`src/rtl/axi4l_pkg.sv`:
```
// Shared AXI4-Lite definitions: response codes and the command master FSM states.
package axi4l_pkg;

    localparam logic [1:0] AXI4L_RESP_OKAY   = 2'b00;
    localparam logic [1:0] AXI4L_RESP_EXOKAY = 2'b01;
    localparam logic [1:0] AXI4L_RESP_SLVERR = 2'b10;
    localparam logic [1:0] AXI4L_RESP_DECERR = 2'b11;

    typedef enum logic [2:0] {
        MST_IDLE,
        MST_WR_REQ,
        MST_WR_RESP,
        MST_RD_REQ,
        MST_RD_RESP,
        MST_RSP
    } axi4l_mst_state_t;

endpackage

```
`src/rtl/axi4l_cmd_master.sv`:
```
// Single-outstanding AXI4-Lite master: one valid/ready command in, one AXI transaction,
// one response out. A stuck slave is abandoned after TIMEOUT_CYCLES with an SLVERR response.
module axi4l_cmd_master
    import axi4l_pkg::*;
#(
    parameter int ADDR_WIDTH     = 32,
    parameter int DATA_WIDTH     = 32,
    parameter int TIMEOUT_CYCLES = 1024
) (
    input  logic                      clk,
    input  logic                      rstn,

    input  logic                      cmd_valid,
    output logic                      cmd_ready,
    input  logic                      cmd_rnw,
    input  logic [ADDR_WIDTH-1:0]     cmd_addr,
    input  logic [DATA_WIDTH-1:0]     cmd_wdata,
    input  logic [DATA_WIDTH/8-1:0]   cmd_wstrb,

    output logic                      rsp_valid,
    input  logic                      rsp_ready,
    output logic [DATA_WIDTH-1:0]     rsp_rdata,
    output logic [1:0]                rsp_resp,
    output logic                      rsp_timeout,

    output logic [ADDR_WIDTH-1:0]     m_axi_awaddr,
    output logic [2:0]                m_axi_awprot,
    output logic                      m_axi_awvalid,
    input  logic                      m_axi_awready,
    output logic [DATA_WIDTH-1:0]     m_axi_wdata,
    output logic [DATA_WIDTH/8-1:0]   m_axi_wstrb,
    output logic                      m_axi_wvalid,
    input  logic                      m_axi_wready,
    input  logic [1:0]                m_axi_bresp,
    input  logic                      m_axi_bvalid,
    output logic                      m_axi_bready,
    output logic [ADDR_WIDTH-1:0]     m_axi_araddr,
    output logic [2:0]                m_axi_arprot,
    output logic                      m_axi_arvalid,
    input  logic                      m_axi_arready,
    input  logic [DATA_WIDTH-1:0]     m_axi_rdata,
    input  logic [1:0]                m_axi_rresp,
    input  logic                      m_axi_rvalid,
    output logic                      m_axi_rready
);

    localparam int STRB_WIDTH = DATA_WIDTH / 8;
    localparam bit TO_EN      = (TIMEOUT_CYCLES > 0);
    localparam int TO_W       = TO_EN ? $clog2(TIMEOUT_CYCLES + 1) : 1;
    localparam logic [TO_W-1:0] TO_LAST = TO_EN ? TO_W'(TIMEOUT_CYCLES - 1) : '0;

    axi4l_mst_state_t        r_state;
    logic                    r_cmd_ready;
    logic                    r_awvalid;
    logic                    r_wvalid;
    logic                    r_bready;
    logic                    r_arvalid;
    logic                    r_rready;
    logic                    r_rsp_valid;
    logic [DATA_WIDTH-1:0]   r_rsp_rdata;
    logic [1:0]              r_rsp_resp;
    logic                    r_rsp_timeout;
    logic [TO_W-1:0]         r_cnt;

    logic [ADDR_WIDTH-1:0]   r_addr;
    logic [DATA_WIDTH-1:0]   r_wdata;
    logic [STRB_WIDTH-1:0]   r_wstrb;

    logic w_cmd_hs;
    logic w_aw_hs;
    logic w_w_hs;
    logic w_aw_done;
    logic w_w_done;
    logic w_b_hs;
    logic w_ar_hs;
    logic w_r_hs;
    logic w_rsp_hs;
    logic w_timeout;

    assign w_cmd_hs  = r_cmd_ready & cmd_valid;
    assign w_aw_hs   = r_awvalid & m_axi_awready;
    assign w_w_hs    = r_wvalid & m_axi_wready;
    // A channel counts as done if it already handshook earlier or handshakes this cycle.
    assign w_aw_done = ~r_awvalid | m_axi_awready;
    assign w_w_done  = ~r_wvalid | m_axi_wready;
    assign w_b_hs    = r_bready & m_axi_bvalid;
    assign w_ar_hs   = r_arvalid & m_axi_arready;
    assign w_r_hs    = r_rready & m_axi_rvalid;
    assign w_rsp_hs  = r_rsp_valid & rsp_ready;
    assign w_timeout = TO_EN && (r_cnt >= TO_LAST);

    always_ff @(posedge clk or negedge rstn) begin
        if (!rstn) begin
            r_state       <= MST_IDLE;
            r_cmd_ready   <= 1'b0;
            r_awvalid     <= 1'b0;
            r_wvalid      <= 1'b0;
            r_bready      <= 1'b0;
            r_arvalid     <= 1'b0;
            r_rready      <= 1'b0;
            r_rsp_valid   <= 1'b0;
            r_rsp_rdata   <= '0;
            r_rsp_resp    <= AXI4L_RESP_OKAY;
            r_rsp_timeout <= 1'b0;
            r_cnt         <= '0;
        end else begin
            case (r_state)
                MST_IDLE: begin
                    if (w_cmd_hs) begin
                        r_cmd_ready <= 1'b0;
                        r_cnt       <= '0;
                        if (cmd_rnw) begin
                            r_arvalid <= 1'b1;
                            r_state   <= MST_RD_REQ;
                        end else begin
                            r_awvalid <= 1'b1;
                            r_wvalid  <= 1'b1;
                            r_state   <= MST_WR_REQ;
                        end
                    end else begin
                        r_cmd_ready <= 1'b1;
                    end
                end

                MST_WR_REQ: begin
                    r_cnt <= r_cnt + TO_W'(1);
                    if (w_aw_hs) r_awvalid <= 1'b0;
                    if (w_w_hs)  r_wvalid  <= 1'b0;
                    if (w_aw_done && w_w_done) begin
                        r_bready <= 1'b1;
                        r_state  <= MST_WR_RESP;
                    end else if (w_timeout) begin
                        r_awvalid     <= 1'b0;
                        r_wvalid      <= 1'b0;
                        r_rsp_valid   <= 1'b1;
                        r_rsp_rdata   <= '0;
                        r_rsp_resp    <= AXI4L_RESP_SLVERR;
                        r_rsp_timeout <= 1'b1;
                        r_state       <= MST_RSP;
                    end
                end

                MST_WR_RESP: begin
                    r_cnt <= r_cnt + TO_W'(1);
                    if (w_b_hs) begin
                        r_bready      <= 1'b0;
                        r_rsp_valid   <= 1'b1;
                        r_rsp_rdata   <= '0;
                        r_rsp_resp    <= m_axi_bresp;
                        r_rsp_timeout <= 1'b0;
                        r_state       <= MST_RSP;
                    end else if (w_timeout) begin
                        r_bready      <= 1'b0;
                        r_rsp_valid   <= 1'b1;
                        r_rsp_rdata   <= '0;
                        r_rsp_resp    <= AXI4L_RESP_SLVERR;
                        r_rsp_timeout <= 1'b1;
                        r_state       <= MST_RSP;
                    end
                end

                MST_RD_REQ: begin
                    r_cnt <= r_cnt + TO_W'(1);
                    if (w_ar_hs) begin
                        r_arvalid <= 1'b0;
                        r_rready  <= 1'b1;
                        r_state   <= MST_RD_RESP;
                    end else if (w_timeout) begin
                        r_arvalid     <= 1'b0;
                        r_rsp_valid   <= 1'b1;
                        r_rsp_rdata   <= '0;
                        r_rsp_resp    <= AXI4L_RESP_SLVERR;
                        r_rsp_timeout <= 1'b1;
                        r_state       <= MST_RSP;
                    end
                end

                MST_RD_RESP: begin
                    r_cnt <= r_cnt + TO_W'(1);
                    if (w_r_hs) begin
                        r_rready      <= 1'b0;
                        r_rsp_valid   <= 1'b1;
                        r_rsp_rdata   <= m_axi_rdata;
                        r_rsp_resp    <= m_axi_rresp;
                        r_rsp_timeout <= 1'b0;
                        r_state       <= MST_RSP;
                    end else if (w_timeout) begin
                        r_rready      <= 1'b0;
                        r_rsp_valid   <= 1'b1;
                        r_rsp_rdata   <= '0;
                        r_rsp_resp    <= AXI4L_RESP_SLVERR;
                        r_rsp_timeout <= 1'b1;
                        r_state       <= MST_RSP;
                    end
                end

                MST_RSP: begin
                    if (w_rsp_hs) begin
                        r_rsp_valid <= 1'b0;
                        r_cmd_ready <= 1'b1;
                        r_state     <= MST_IDLE;
                    end
                end

                default: begin
                    r_state <= MST_IDLE;
                end
            endcase
        end
    end

    // Command payload is pure data: captured on accept, held for the whole transaction.
    always_ff @(posedge clk) begin
        if (w_cmd_hs) begin
            r_addr  <= cmd_addr;
            r_wdata <= cmd_wdata;
            r_wstrb <= cmd_wstrb;
        end
    end

    assign cmd_ready     = r_cmd_ready;
    assign rsp_valid     = r_rsp_valid;
    assign rsp_rdata     = r_rsp_rdata;
    assign rsp_resp      = r_rsp_resp;
    assign rsp_timeout   = r_rsp_timeout;

    assign m_axi_awaddr  = r_addr;
    assign m_axi_awprot  = 3'b000;
    assign m_axi_awvalid = r_awvalid;
    assign m_axi_wdata   = r_wdata;
    assign m_axi_wstrb   = r_wstrb;
    assign m_axi_wvalid  = r_wvalid;
    assign m_axi_bready  = r_bready;
    assign m_axi_araddr  = r_addr;
    assign m_axi_arprot  = 3'b000;
    assign m_axi_arvalid = r_arvalid;
    assign m_axi_rready  = r_rready;

endmodule

```
`config.mk`:
```
export PLATFORM = sky130hd
export DESIGN_NAME = axi4l_cmd_master
export DESIGN_NICKNAME = d
export VERILOG_FILES = /design/src/rtl/axi4l_pkg.sv /design/src/rtl/axi4l_cmd_master.sv
export SDC_FILE = /design/constraint.sdc
export NUM_CORES = 1
export LEC_CHECK = 0
export CAP_MARGIN = 25
export CORE_MARGIN = 3
export CORE_UTILIZATION = 43
export DETAILED_ROUTE_END_ITERATION = 12
export PLACE_DENSITY_LB_ADDON = 0.25
export SETUP_SLACK_MARGIN = 0.15
export SYNTH_ARGS = -nofsm -noshare
export SYNTH_HDL_FRONTEND = slang
export SYNTH_SLANG_ARGS = --single-unit
```
`constraint.sdc`:
```
create_clock -name clk -period 8.6 [get_ports clk]
set_input_delay 1.72 -clock clk [delete_from_list [all_inputs] [get_ports clk]]
set_output_delay 1.72 -clock clk [all_outputs]
set_load 0.01 [all_outputs]
```
==> out/metrics.csv <==
stage,metric,value,unit
yosys,synth_top_family_by_area,simple AND/OR/NAND/NOR gates,
die,initial_core_util,0.450,
sta,max_freq,271,MHz
clock_tree,cts_sinks,124,
route,via_per_inst,5.05,
yosys,ys_warn_count,0,
global_routing,grt_max_degree,70,
route,drt-pass1-iter-count,4,
status,status,finished clean,
yosys,synth_compound_area_frac,0.0979,
yosys,synth-seq-cells,124,
place,gp_congestion,0.846,
place,place_area,7460,um^2
global_routing,grt_use_met3,0.0764,
final_layout,fillCellCount,783,
route,drt_iter0_drc,254,
global_routing,track_usage,0.218,
sta,skew,0.00980,ns
clock_tree,ctsLongestPathBuffers,2,
global_routing,met2_usage,0.375,
yosys,synth_xor_area_frac,0.00874,
worst_hold_path,hold_path_end,rsp_rdata[27]$_DFFE_PN0P_,
final_layout,drive_above_1_share,0.0571,
yosys,async_flop_share,0.452,
worst_setup_path,end_kind,flop,
die,rows,38,
final_layout,design_area,7980,um^2
sta,rsz0062_at_grt,false,
worst_hold_path,hold_depth,2,
route,via_count,3978,
sta,setup_viol,0,
worst_setup_path,startpoint_type,input port,
yosys,muxShareOfSynthArea,0.00225,
sta,fin_tns_setup,0,ns
place,dp_hpwl,10.8,mm
sta,slew_violations,0,
clock_tree,ctsHoldBuffers,0,
worst_setup_path,r2r-start,r_state[0]$_DFFE_PN0P_,
clock_tree,clock_latency,0.40,ns
yosys,synth_simple_gate_area_share,0.126,
final_layout,fin_nets,751,
clock_tree,cts-resized-gates,0,
clock_tree,cts_setup_buffers,0,
worst_setup_path,worstReg2RegEnd,rsp_rdata[15]$_DFFE_PN0P_,
global_routing,globalRouteMet1Util,0.261,
power_and_ir_drop,power_leakage,3.06,nW
power_and_ir_drop,ir_drop,0.156,mV
sta,fin_crit,3.69,ns
global_routing,grt_pass1_wl,21.7,mm
place,port_buffers,255,
sta,hold_slack,0.525,ns
die,die-area,13000,um^2
worst_setup_path,worstSetupPathType,in2reg,
worst_hold_path,hp-start,rsp_rdata[27]$_DFFE_PN0P_,
global_routing,top_usage_layer,met2,
yosys,synthAdderAreaFrac,0.00250,
route,ant_nets,0,
die,ioPinCount,262,
global_routing,grt_pass1_vias,3991,
clock_tree,cts_tree,yes,
clock_tree,h-tree-depth,4,
global_routing,antenna_found_initial,0,
sta,hold_viol_final,0,
power_and_ir_drop,power.density,292,nW/um^2
yosys,synth_edf_count,68,
worst_setup_path,arrival,3.90,ns
yosys,synth.cell_area,5010,um^2
die,die_w,114,um
route,drc_errors,0,
job,max-cap-violations,0,
worst_setup_path,path_max_fanout,31,
global_routing,grt.overflow.total,0,
route,routedWlPerCell,18.4,um
sta,fin_crit_sh,0.429,
clock_tree,clkSlewWorstSetupHoldPaths,0.05,ns
clock_tree,cts_inserted_buffers,17,
sta,worst_slew_pin_slew,1.10,ns
yosys,avgSynthCellArea,12.3,um^2
die,core,11100,um^2
worst_setup_path,reg2reg_slack,5.90,ns
worst_hold_path,hp-class,reg2reg,
yosys,ys_seq_area_frac,0.687,
final_layout,diodes,0,
yosys,synthDistinctLibCells,49,
final_layout,area_delta_synth_final,59.3,%
die,die_h,114,um
worst_setup_path,reg2reg_depth,4,
sta,max_slew_margin,0.268,
clock_tree,cts_root_buffer,clkbuf_16,
route,drt-total-wl,14.5,mm
worst_setup_path,cp.required,8.81,ns
yosys,synth_cells,406,
yosys,synth_ff_type,edfxtp_1,
[critical path, stage by stage]
cell	delay (ns)
clkdlybuf4s50_1	0.50
nand3b_1	0.13
or2_2	0.35
a22oi_2	0.91
o21ai_0	0.28
[cell usage in the layout, fill, tap and decap left out, types with 2 or more instances in the layout]
master,instances
buf_4,2
nor4_1,4
or3_1,5
nand4_1,4
o21ai_1,2
nand3b_1,2
inv_1,4
buf_16,2
and3_1,2
conb_1,6
edfxtp_1,68
a22oi_1,2
xnor2_1,5
o31ai_1,3
clkbuf_16,17
clkbuf_1,4
nand3_1,11
clkinv_1,2
nand2_1,78
a221o_1,2
a21oi_1,16
o211ai_1,2
clkinv_2,6
nand2b_1,3
nor2_1,15
nor2b_1,5
o21ai_0,37
dfrtp_1,56
clkdlybuf4s50_1,254
nor3_1,4
[how the worst max path moves through the flow]
| stage | from | slack (ns) | to |
|---|---|---|---|
| 2_1_floorplan | cmd_valid | 4.47 | cmd_ready$_DFFE_PN0P_ |
| 3_3_place_gp | m_axi_bvalid | 4.61 | rsp_rdata[10]$_DFFE_PN0P_ |
| 3_5_place_dp | m_axi_bvalid | 4.46 | rsp_rdata[15]$_DFFE_PN0P_ |
| 4_1_cts | m_axi_bvalid | 4.87 | rsp_rdata[15]$_DFFE_PN0P_ |
| 5_1_grt | m_axi_bvalid | 4.74 | rsp_rdata[28]$_DFFE_PN0P_ |
| 6_report | m_axi_bvalid | 4.91 | rsp_rdata[15]$_DFFE_PN0P_ |
[routing by layer]
metal  part of all wire  vias to the layer above
li1                   -                     1859
met1               0.39                     1911
met2               0.51                      196
met3              0.086                       12
met4              0.013                        0
met5                  0                        -
[logic make-up after synthesis]
group	after synthesis
and+or+nand+nor	139
xor gates and xnor gates	5
adders and majority gates	1
buffers and inverters	57
other	1
muxes	1
DFF	124
AOI/OAI and AO/OA	78
[stage by stage]
stage / power [mW] / setup slack [ns] / cells / util
2_1_floorplan: 1.27 / 4.47 / 411 / -
4_1_cts: 2.35 / 4.87 / 788 / 0.717
5_1_grt: 2.45 / 4.74 / 788 / 0.717
3_3_place_gp: 1.67 / 4.61 / 755 / 0.666
6_report: 2.33 / 4.91 / 788 / 0.717
3_5_place_dp: 1.71 / 4.46 / 757 / 0.671
[sequential cells by signal, summed over array words and instances, names as in the netlist]
name and count:
cmd_ready 1, m_axi_arvalid 1, m_axi_wdata 32, m_axi_rready 1
m_axi_awvalid 1, r_state 3, m_axi_araddr 32, m_axi_wvalid 1
rsp_valid 1, r_cnt 11, m_axi_bready 1, rsp_resp 2
rsp_rdata 32, m_axi_wstrb 4, rsp_timeout 1
[final cells by class]
class                   count  area, um^2  area share
flip-flops and latches    124        3440       0.431
repair buffers            259        2620       0.328
multi-input cells         230        1210       0.152
clock buffers              21         440      0.0552
well taps                 140         175      0.0220
clock inverters            10        76.3     0.00956
inverters                   4        15.0     0.00188
[cells in the mapped netlist, drive strengths merged, types with 4 or more instances]
library cell / count / area share
clkbuf: 10 / 0.0082
nand2: 78 / 0.058
nand4: 4 / 0.0050
buf: 43 / 0.063
or3: 5 / 0.0062
dfrtp: 56 / 0.28
edfxtp: 68 / 0.41
nand3: 11 / 0.011
nor2: 15 / 0.011
o21ai: 39 / 0.039
a21oi: 16 / 0.016
inv: 4 / 0.0030
xnor2: 5 / 0.0087
nor3: 4 / 0.0040
nor2b: 5 / 0.0062
nor4: 4 / 0.0050
[power by group]
group	leakage [nW]	internal [mW]	switching [mW]	total, mW
clock	0.259	0.390	0.238	0.628
combinational	1.42	0.415	0.344	0.759
sequential	1.38	0.810	0.130	0.939
No activity file was read; power rests on OpenSTA's default activity.
